===== src/rtl/pipeline_ctrl_pkg.sv =====
// pipeline_ctrl_pkg
//   Shared types and constants for the pipeline sequencing controller.
//   - pctrl_state_t : controller FSM state (RUN / MWAIT / HALT)
//   - regbits_t     : 5-bit architectural register index
//   - RTYPE         : opcode carried by an all-zero bubble in any latch
package pipeline_ctrl_pkg;

  typedef logic [4:0] regbits_t;

  typedef enum logic [1:0] {
    RUN   = 2'd0,
    MWAIT = 2'd1,
    HALT  = 2'd2
  } pctrl_state_t;

  // A cleared latch reads as an R-type instruction with all-zero fields,
  // which the datapath treats as a no-op (sll $0,$0,0).
  localparam logic [5:0] RTYPE = 6'b000000;

endpackage


===== src/rtl/pipeline_ctrl_hazard_detect.sv =====
// hazard_detect
//   Combinational load-use compare. A load sitting in ID/EX whose
//   destination matches a source of the instruction in IF/ID cannot have
//   its result forwarded in time, so one bubble is needed.
//   Inputs : ex_memread, ex_rd (ID/EX load), id_rs, id_rt (IF/ID sources)
//   Output : lu_hazard
module hazard_detect
  import pipeline_ctrl_pkg::*;
(
  input  logic     ex_memread,
  input  regbits_t ex_rd,
  input  regbits_t id_rs,
  input  regbits_t id_rt,
  output logic     lu_hazard
);

  // $zero is never a real dependency.
  assign lu_hazard = ex_memread && (ex_rd != '0) &&
                     ((ex_rd == id_rs) || (ex_rd == id_rt));

endmodule


===== src/rtl/pipeline_ctrl.sv =====
// pipeline_ctrl
//   Sequencing controller for the five-stage MIPS core. Each cycle it
//   decides between halt, freeze, branch flush, load-use bubble and normal
//   advance, drives the latch/PC strobes accordingly, issues each D-cache
//   request exactly once and keeps cycle/stall counters.
//   Inputs : CLK, RST (async, active high), ihit, dhit, mem_ren_i,
//            mem_wen_i, ex_memread, ex_rd, id_rs, id_rt, br_taken, wb_halt
//   Outputs: pc_en, {ifid,idex,exmem,memwb}_en, {ifid,idex,exmem,memwb}_clr,
//            dmem_ren, dmem_wen, halt, cyc_cnt, stall_cnt
module pipeline_ctrl
  import pipeline_ctrl_pkg::*;
#(
  parameter int CNT_W = 32
)
(
  input  logic             CLK,
  input  logic             RST,
  input  logic             ihit,
  input  logic             dhit,
  input  logic             mem_ren_i,
  input  logic             mem_wen_i,
  input  logic             ex_memread,
  input  regbits_t         ex_rd,
  input  regbits_t         id_rs,
  input  regbits_t         id_rt,
  input  logic             br_taken,
  input  logic             wb_halt,
  output logic             pc_en,
  output logic             ifid_en,
  output logic             idex_en,
  output logic             exmem_en,
  output logic             memwb_en,
  output logic             ifid_clr,
  output logic             idex_clr,
  output logic             exmem_clr,
  output logic             memwb_clr,
  output logic             dmem_ren,
  output logic             dmem_wen,
  output logic             halt,
  output logic [CNT_W-1:0] cyc_cnt,
  output logic [CNT_W-1:0] stall_cnt
);

  pctrl_state_t     state_q, state_d;
  logic             dgot_q, dgot_d;
  logic             igot_q, igot_d;
  logic [CNT_W-1:0] cyc_cnt_q, cyc_cnt_d;
  logic [CNT_W-1:0] stall_cnt_q, stall_cnt_d;

  logic lu_hazard;
  logic mem_op, mem_ready, if_ready, in_halt, hold, advance;
  logic lu_bubble, freeze;

  hazard_detect u_hazard_detect (
    .ex_memread (ex_memread),
    .ex_rd      (ex_rd),
    .id_rs      (id_rs),
    .id_rt      (id_rt),
    .lu_hazard  (lu_hazard)
  );

  // dgot/igot remember a hit that arrived while the other side still
  // stalled, so the access is neither lost nor re-issued.
  assign mem_op    = mem_ren_i | mem_wen_i;
  assign mem_ready = ~mem_op | dhit | dgot_q;
  assign if_ready  = ihit | igot_q;
  assign in_halt   = (state_q == HALT);
  assign hold      = wb_halt | in_halt;
  assign advance   = mem_ready & if_ready & ~hold;
  // A taken branch squashes the dependent instruction anyway, so the
  // bubble is only real when no flush happens.
  assign lu_bubble = advance & ~br_taken & lu_hazard;
  assign freeze    = ~hold & ~advance;

  // Strobe decision. Forced low during reset because the state register
  // alone cannot mask combinational paths from ihit/dhit.
  always_comb begin
    // NOTE: every output gets a default first so no path leaves it unassigned (no latch).
    pc_en     = 1'b0;
    ifid_en   = 1'b0;
    idex_en   = 1'b0;
    exmem_en  = 1'b0;
    memwb_en  = 1'b0;
    ifid_clr  = 1'b0;
    idex_clr  = 1'b0;
    exmem_clr = 1'b0;
    memwb_clr = 1'b0;
    dmem_ren  = 1'b0;
    dmem_wen  = 1'b0;
    if (!RST) begin
      if (advance) begin
        pc_en     = ~lu_bubble;
        ifid_en   = ~lu_bubble;
        idex_en   = 1'b1;
        exmem_en  = 1'b1;
        memwb_en  = 1'b1;
        ifid_clr  = br_taken;
        idex_clr  = br_taken | lu_bubble;
        exmem_clr = br_taken;
      end
      // A halt retiring in WB suppresses the younger memory access.
      dmem_ren = mem_ren_i & ~dgot_q & ~hold;
      dmem_wen = mem_wen_i & ~dgot_q & ~hold;
    end
  end

  always_comb begin
    state_d = state_q;
    unique case (state_q)
      RUN: begin
        if (wb_halt)                        state_d = HALT;
        else if (mem_op && !dhit && !dgot_q) state_d = MWAIT;
      end
      MWAIT: begin
        if (wb_halt)   state_d = HALT;
        else if (dhit) state_d = RUN;
      end
      HALT:    state_d = HALT;
      default: state_d = RUN;
    endcase
  end

  always_comb begin
    dgot_d = dgot_q;
    if (advance)   dgot_d = 1'b0;
    else if (dhit) dgot_d = 1'b1;

    // During a load-use bubble the PC is held, so a fetch that completes
    // now is still the instruction IF/ID will load next cycle.
    igot_d = igot_q;
    if (lu_bubble)    igot_d = igot_q | ihit;
    else if (advance) igot_d = 1'b0;
    else if (ihit)    igot_d = 1'b1;

    cyc_cnt_d   = in_halt ? cyc_cnt_q : cyc_cnt_q + CNT_W'(1);
    stall_cnt_d = (freeze | lu_bubble) ? stall_cnt_q + CNT_W'(1) : stall_cnt_q;
  end

  // NOTE: state registers use non-blocking assignments so all flops update together at the edge.
  always_ff @(posedge CLK or posedge RST) begin
    if (RST) begin
      state_q     <= RUN;
      dgot_q      <= 1'b0;
      igot_q      <= 1'b0;
      cyc_cnt_q   <= '0;
      stall_cnt_q <= '0;
    end else begin
      state_q     <= state_d;
      dgot_q      <= dgot_d;
      igot_q      <= igot_d;
      cyc_cnt_q   <= cyc_cnt_d;
      stall_cnt_q <= stall_cnt_d;
    end
  end

  assign halt      = in_halt;
  assign cyc_cnt   = cyc_cnt_q;
  assign stall_cnt = stall_cnt_q;

endmodule


===== config.mk =====
export PLATFORM = sky130hd
export DESIGN_NAME = pipeline_ctrl
export DESIGN_NICKNAME = d
export VERILOG_FILES = /design/src/rtl/pipeline_ctrl_pkg.sv /design/src/rtl/pipeline_ctrl_hazard_detect.sv /design/src/rtl/pipeline_ctrl.sv
export SDC_FILE = /design/constraint.sdc
export NUM_CORES = 1
export LEC_CHECK = 0
export ABC_CLOCK_PERIOD_IN_PS = 4000
export CORE_MARGIN = 1
export CORE_UTILIZATION = 33
export DETAILED_ROUTE_END_ITERATION = 7
export PLACE_DENSITY = 0.67
export SLEW_MARGIN = 20
export SYNTH_ARGS = -nofsm -noshare
export SYNTH_HDL_FRONTEND = slang
export SYNTH_HIERARCHICAL = 1
export SYNTH_SLANG_ARGS = --single-unit

===== constraint.sdc =====
create_clock -name CLK -period 4 [get_ports CLK]
set_clock_uncertainty 0.15 [all_clocks]
set_input_delay 0.4 -clock CLK [delete_from_list [all_inputs] [get_ports CLK]]
set_output_delay 0.4 -clock CLK [all_outputs]
set_load 0.005 [all_outputs]

# Yosys cells after proc, flatten, opt, wreduce, memory -nomap -nowiden
# Index checks and enable logic that the tools add are counted.
# W data, S select, Z words.
totals:
  output_inout_bits: 76
  regBits: 68
  word_cells: 67
  input_bits: 24
classes:
  n_reduce_logical: 12
  n_bitwise: 22
  n_addsub: 2
  mux: 20
  n_eq_ne: 6
ops:
  columns: ["op", "count"]
  rows:
  - ["$add A32 B1 Y32 const B", 2]
  - ["$mux W1", 15]
  - ["$eq A5 B5 Y1", 2]
  - ["$and A1 B1 Y1", 9]
  - ["$mux W2", 4]
  - ["$or A1 B1 Y1", 7]
  - ["$ne A3 B3 Y1 const B", 2]
  - ["$not A1 Y1", 6]
  - ["$pmux W2 S3", 1]
  - ["$reduce_bool A5 Y1", 1]
  - ["$logic_and A1 B1 Y1", 4]
  - ["$reduce_bool A3 Y1", 1]
  - ["$eq A2 B1 Y1 const B", 1]
  - ["$eq A2 B2 Y1 const B", 1]
  - ["$logic_not A1 Y1", 2]
  - ["$logic_not A2 Y1", 1]
  - ["$reduce_and A2 Y1", 1]
  - ["$reduce_bool A2 Y1", 1]
  - ["$logic_or A1 B1 Y1", 1]

# Longest topological paths before layout
depth:
  depth_word: 11
  depth_mapped: 10
  depth_no_buf: 9

# Modules after synthesis
# The synthesis kept the hierarchy.
by_module_without_submodules:
  columns: ["mod", "cells_each", "area_each_um2", "instances", "seq_area_each_um2"]
  rows:
  - ["pipeline_ctrl", 284, 3124.2, 1, 1701.6]
  - ["hazard_detect", 17, 125.1, 1, 0.0]

# Worst setup path before layout
# OpenSTA, ideal clock, no wires.
synth_timing:
  kind: "in2out"
  startpoint: "input ex_rd[1]"
  endpoint: "output pc_en"
  required_time_ps: 3450
  setup_slack_ps: 1714
  cell_stages: 7
  t_arrival_ps: 1736
  n_path_buf: 1
  path_cell_list: "or4_1 -> o21ai_1 -> a21oi_1 -> nand2b_1 -> o311ai_2 -> nor3_1 -> buf_4"
synth_between:
  elab_chain_len: 7
  word_cells_on_any_way: 10
  cone_classes: "eq/ne: 2; mux: 2; bitwise: 2; reduce/logical: 4"
synth_lines:
  columns: ["element", "line", "text"]
  rows:
  - ["start, declared", "pipeline_ctrl.sv:23", "input regbits_t ex_rd,"]
  - ["$eq A5 B5 Y1 or $reduce_bool A5 Y1 (tied branches)", "pipeline_ctrl_hazard_detect.sv:19, pipeline_ctrl_hazard_detect.sv:18", null]
  - ["$logic_or A1 B1 Y1 or $logic_and A1 B1 Y1 (tied branches)", "pipeline_ctrl_hazard_detect.sv:19, pipeline_ctrl_hazard_detect.sv:18", null]
  - ["$logic_and A1 B1 Y1 *", "pipeline_ctrl_hazard_detect.sv:18", "assign lu_hazard = ex_memread && (ex_rd != '0) &&"]
  - ["net lu_hazard", "pipeline_ctrl.sv:50", "logic lu_hazard;"]
  - ["$and A1 B1 Y1 *", "pipeline_ctrl.sv:72", "assign lu_bubble = advance & ~br_taken & lu_hazard;"]
  - ["$not A1 Y1 *", null, null]
  - ["$mux W1 * (2 in series)", null, null]
  - ["end, declared", "pipeline_ctrl.sv:28", "output logic pc_en,"]
# The timed path passes the listed nets; every way through them passes the cells marked *.

# Final worst setup path
layout_timing:
  startpoint: "input ex_rd[1]"
  endpoint: "output ifid_en"
layout_between:
  elab_chain_len: 7
  word_cells_on_any_way: 10
  cone_classes: "eq/ne: 2; mux: 2; bitwise: 2; reduce/logical: 4"
layout_lines:
  columns: ["element", "line", "text"]
  rows:
  - ["$eq A5 B5 Y1 or $reduce_bool A5 Y1 (tied branches)", "pipeline_ctrl_hazard_detect.sv:19, pipeline_ctrl_hazard_detect.sv:18", null]
  - ["$logic_or A1 B1 Y1 or $logic_and A1 B1 Y1 (tied branches)", "pipeline_ctrl_hazard_detect.sv:19, pipeline_ctrl_hazard_detect.sv:18", null]
  - ["$logic_and A1 B1 Y1 *", "pipeline_ctrl_hazard_detect.sv:18", null]
  - ["net lu_hazard", "pipeline_ctrl.sv:50", null]
  - ["$and A1 B1 Y1 *", "pipeline_ctrl.sv:72", null]
  - ["$not A1 Y1 *", "pipeline_ctrl.sv:93", "ifid_en = ~lu_bubble;"]
  - ["$mux W1 *", "pipeline_ctrl.sv:91", "if (advance) begin"]
  - ["$mux W1 *", "pipeline_ctrl.sv:90", "if (!RST) begin"]
  - ["end, declared", "pipeline_ctrl.sv:29", "output logic ifid_en,"]
# Marked as above.

==> flow_summary.toml <==
[sta]
fin_crit_ns = 3.27
fin_crit_sh = 0.817
fin_setup_tns_ns = 0
max_freq_mhz = 306
slew_violations = 0
relSlewSlack = 0.389
timing.final.hold_violations = 0
setup_viol = 0
rsz0062_at_grt = "no"
worstMarginPinSlew_ns = 0.915
finalWorstSetupSlack_ns = 0.732

[clock_network]
cts.repair.resized = 0
numCtsBuffers = 9
htreeDepth = 3
postCtsSetupBuffers = 0
cts_tree = "yes"
insertion_delay_ns = 0.33
clock-root-buffer = "clkbuf_8"
clk_pin_slew_ns = 0.07
clock-sinks = 68
cts_buffer_depth = 2
hold_buffers = 0

[power]
vdd_drop_max_mv = 0.138
p_sw_uw = 421
clock_power_share = 0.397
pwr-share-comb = 0.143
seq_power_share = 0.460
power.leakage_nw = 1.88
p_per_area_nw_per_um2 = 372
p_int_mw = 1.28
swShare = 0.247

[global_route]
grt_usage = 0.145
grt_pass1_wl_um = 11700
grt_max_degree = 45
grt_pass1_vias = 2440
antenna_found_initial = 0
grt_overflow_total = 0

[synth]
synth-seq-cells = 68
synthCells = 301
synth_area_leaders = "dfrtp_1 52%, xnor2_1 14%, xor2_1 5.7%, nand2_1 3.6%, nand4_1 3.5%"
synth_top_area_frac = 0.524
ys_types = 34
synth_fp_nets = 327
yosys_warnings = 6
synth-seq-area-share = 0.524
syn_area_per_cell_um2 = 10.8
yosysTopAreaCell = "dfrtp_1"
syn-cell-area_um2 = 3250

[detailed_routing]
dr.pass1.iters = 4
routedWlPerCell_um = 13.2
drc = 0
antenna_left = 0
drtIter0Drc = 73
vias = 2512
routed_wl_um = 7070
via_per_inst = 4.69

[placed_design]
place.gp.congestion = 0.760
pre_cts_slack_ns = 0.712
place.port_buffers = 98
dpl.cell_count = 521
dp_hpwl_um = 5290

[setup_path]
crit_path_max_fanout = 8
critPathLaunchType = "input pin"
worst-setup-path-type = "in -> out"
worstReg2RegStart = "state_q[1]"
required_ns = 3.45
end_kind = "output port"
critical_path_arrival_ns = 2.72
reg2reg_to = "stall_cnt[25]"
r2r_setup_slack_ns = 1.82
ff2ff_path_depth = 6

[die]
die_w_um = 101
num_rows = 35
coreArea_um2 = 9370
start_util = 0.347
die-height_um = 101
die-area_um2 = 10200
io_pins = 100

[status]
status = "completed"

[min_path]
hold_class = "reg -> reg"
holdPathStages = 1
holdCritStartpoint = "state_q[1]"
hold_end = "state_q[0]"

[job]
maxCapViolations = 0

[final_layout]
final_nets = 429
syn_to_final_growth_pct = 41.0
fillCellCount = 857
diodes = 0
layout_commonest_cell = "clkdlybuf4s50_1"
final_cell_mix = "98 x clkdlybuf4s50_1, 68 x dfrtp_1, 51 x xnor2_1"
drive_above_1_share = 0.0688
utilization = 0.489
stdcell_count = 536
[sequential cells by signal, summed over array words and instances, names as in the netlist]
signal / count
igot_q: 1
dgot_q: 1
stall_cnt: 32
state_q: 2
cyc_cnt: 32
[worst max-delay path, cell delays in order]
cell	delay [ns]
clkdlybuf4s50_1	0.46
or4_1	0.54
o21ai_1	0.13
a21oi_1	0.07
nand2b_1	0.09
o311ai_2	0.19
nor3_1	0.27
clkdlybuf4s50_1	0.56
[synthesized netlist by cell type]
cell type  number
nand2b_1        2
xnor2_1        51
buf_2           2
inv_1           3
o21ai_1         1
nor4_1          2
nand2_2         2
and3_1          4
mux2_2          1
o311ai_2        1
nand4_1        18
and4_1          7
nand3_1        22
and2_1          9
nor2b_1         1
o21ai_0         1
ha_1            2
nor2_1         18
nand2_1        31
nor3b_2         1
nand4_2         1
conb_1          1
nor4_4          2
xor2_1         21
or2_2           1
a21oi_1         2
nor3_1         15
buf_4           6
and3_2          1
or3_1           1
o21a_1          1
dfrtp_1        68
or4_1           1
inv_2           1
[worst max path at each step]
stage               startpoint       to  slack (ns)
floorplan             ex_rd[1]    pc_en        1.71
global placement      ex_rd[1]  ifid_en        0.76
detailed placement    ex_rd[1]  ifid_en        0.71
CTS                   ex_rd[1]  ifid_en        0.71
global route          ex_rd[1]    pc_en        0.58
finish                ex_rd[1]  ifid_en        0.73
[metal layers]
layer	up-vias	wire length, µm	global-route usage
li1	1235	-	-
met1	1207	3210	0.179
met2	61	3490	0.253
met3	9	290	0.0269
met4	0	84	0.0569
met5	-	0	0
[through the flow]
| stage | instance area [µm²] | hold slack [ns] | power (mW) |
|---|---|---|---|
| final | 4580 | 0.318 | 1.70 |
| after detailed placement | 4340 | 0.308 | 1.05 |
| after CTS | 4580 | 0.318 | 1.73 |
| after global routing | 4580 | 0.348 | 1.79 |
| after floorplan | 3250 | 0.276 | 0.904 |
| after global placement | 4340 | 0.298 | 1.04 |
[cell type report]
class | instances | area, µm² | share of cell area
multi-input combinational | 221 | 1480 | 0.323
clock inverter | 6 | 113 | 0.0246
tap | 129 | 161 | 0.0352
timing repair buffer | 99 | 988 | 0.216
inverter | 4 | 15.0 | 0.00328
clock buffer | 9 | 124 | 0.0270
sequential | 68 | 1700 | 0.371
[cells by family after synthesis]
group                    synth area share
AND/OR/NAND/NOR                     0.235
XOR/XNOR                            0.194
flip-flops                          0.524
buffers and inverters              0.0216
AO/OA/AOI/OAI                      0.0135
adder cells (fa/ha/maj)           0.00770
other                             0.00115
multiplexers                      0.00347
[power groups by stage]
stage	registers [mW]	clock network, mW	logic [mW]
3_3_place_gp	0.794	0	0.245
4_1_cts	0.784	0.700	0.250
6_report	0.783	0.676	0.244
3_5_place_dp	0.797	0	0.248
5_1_grt	0.792	0.726	0.272
2_1_floorplan	0.790	0	0.114
Power figures use the tool's default switching activity.
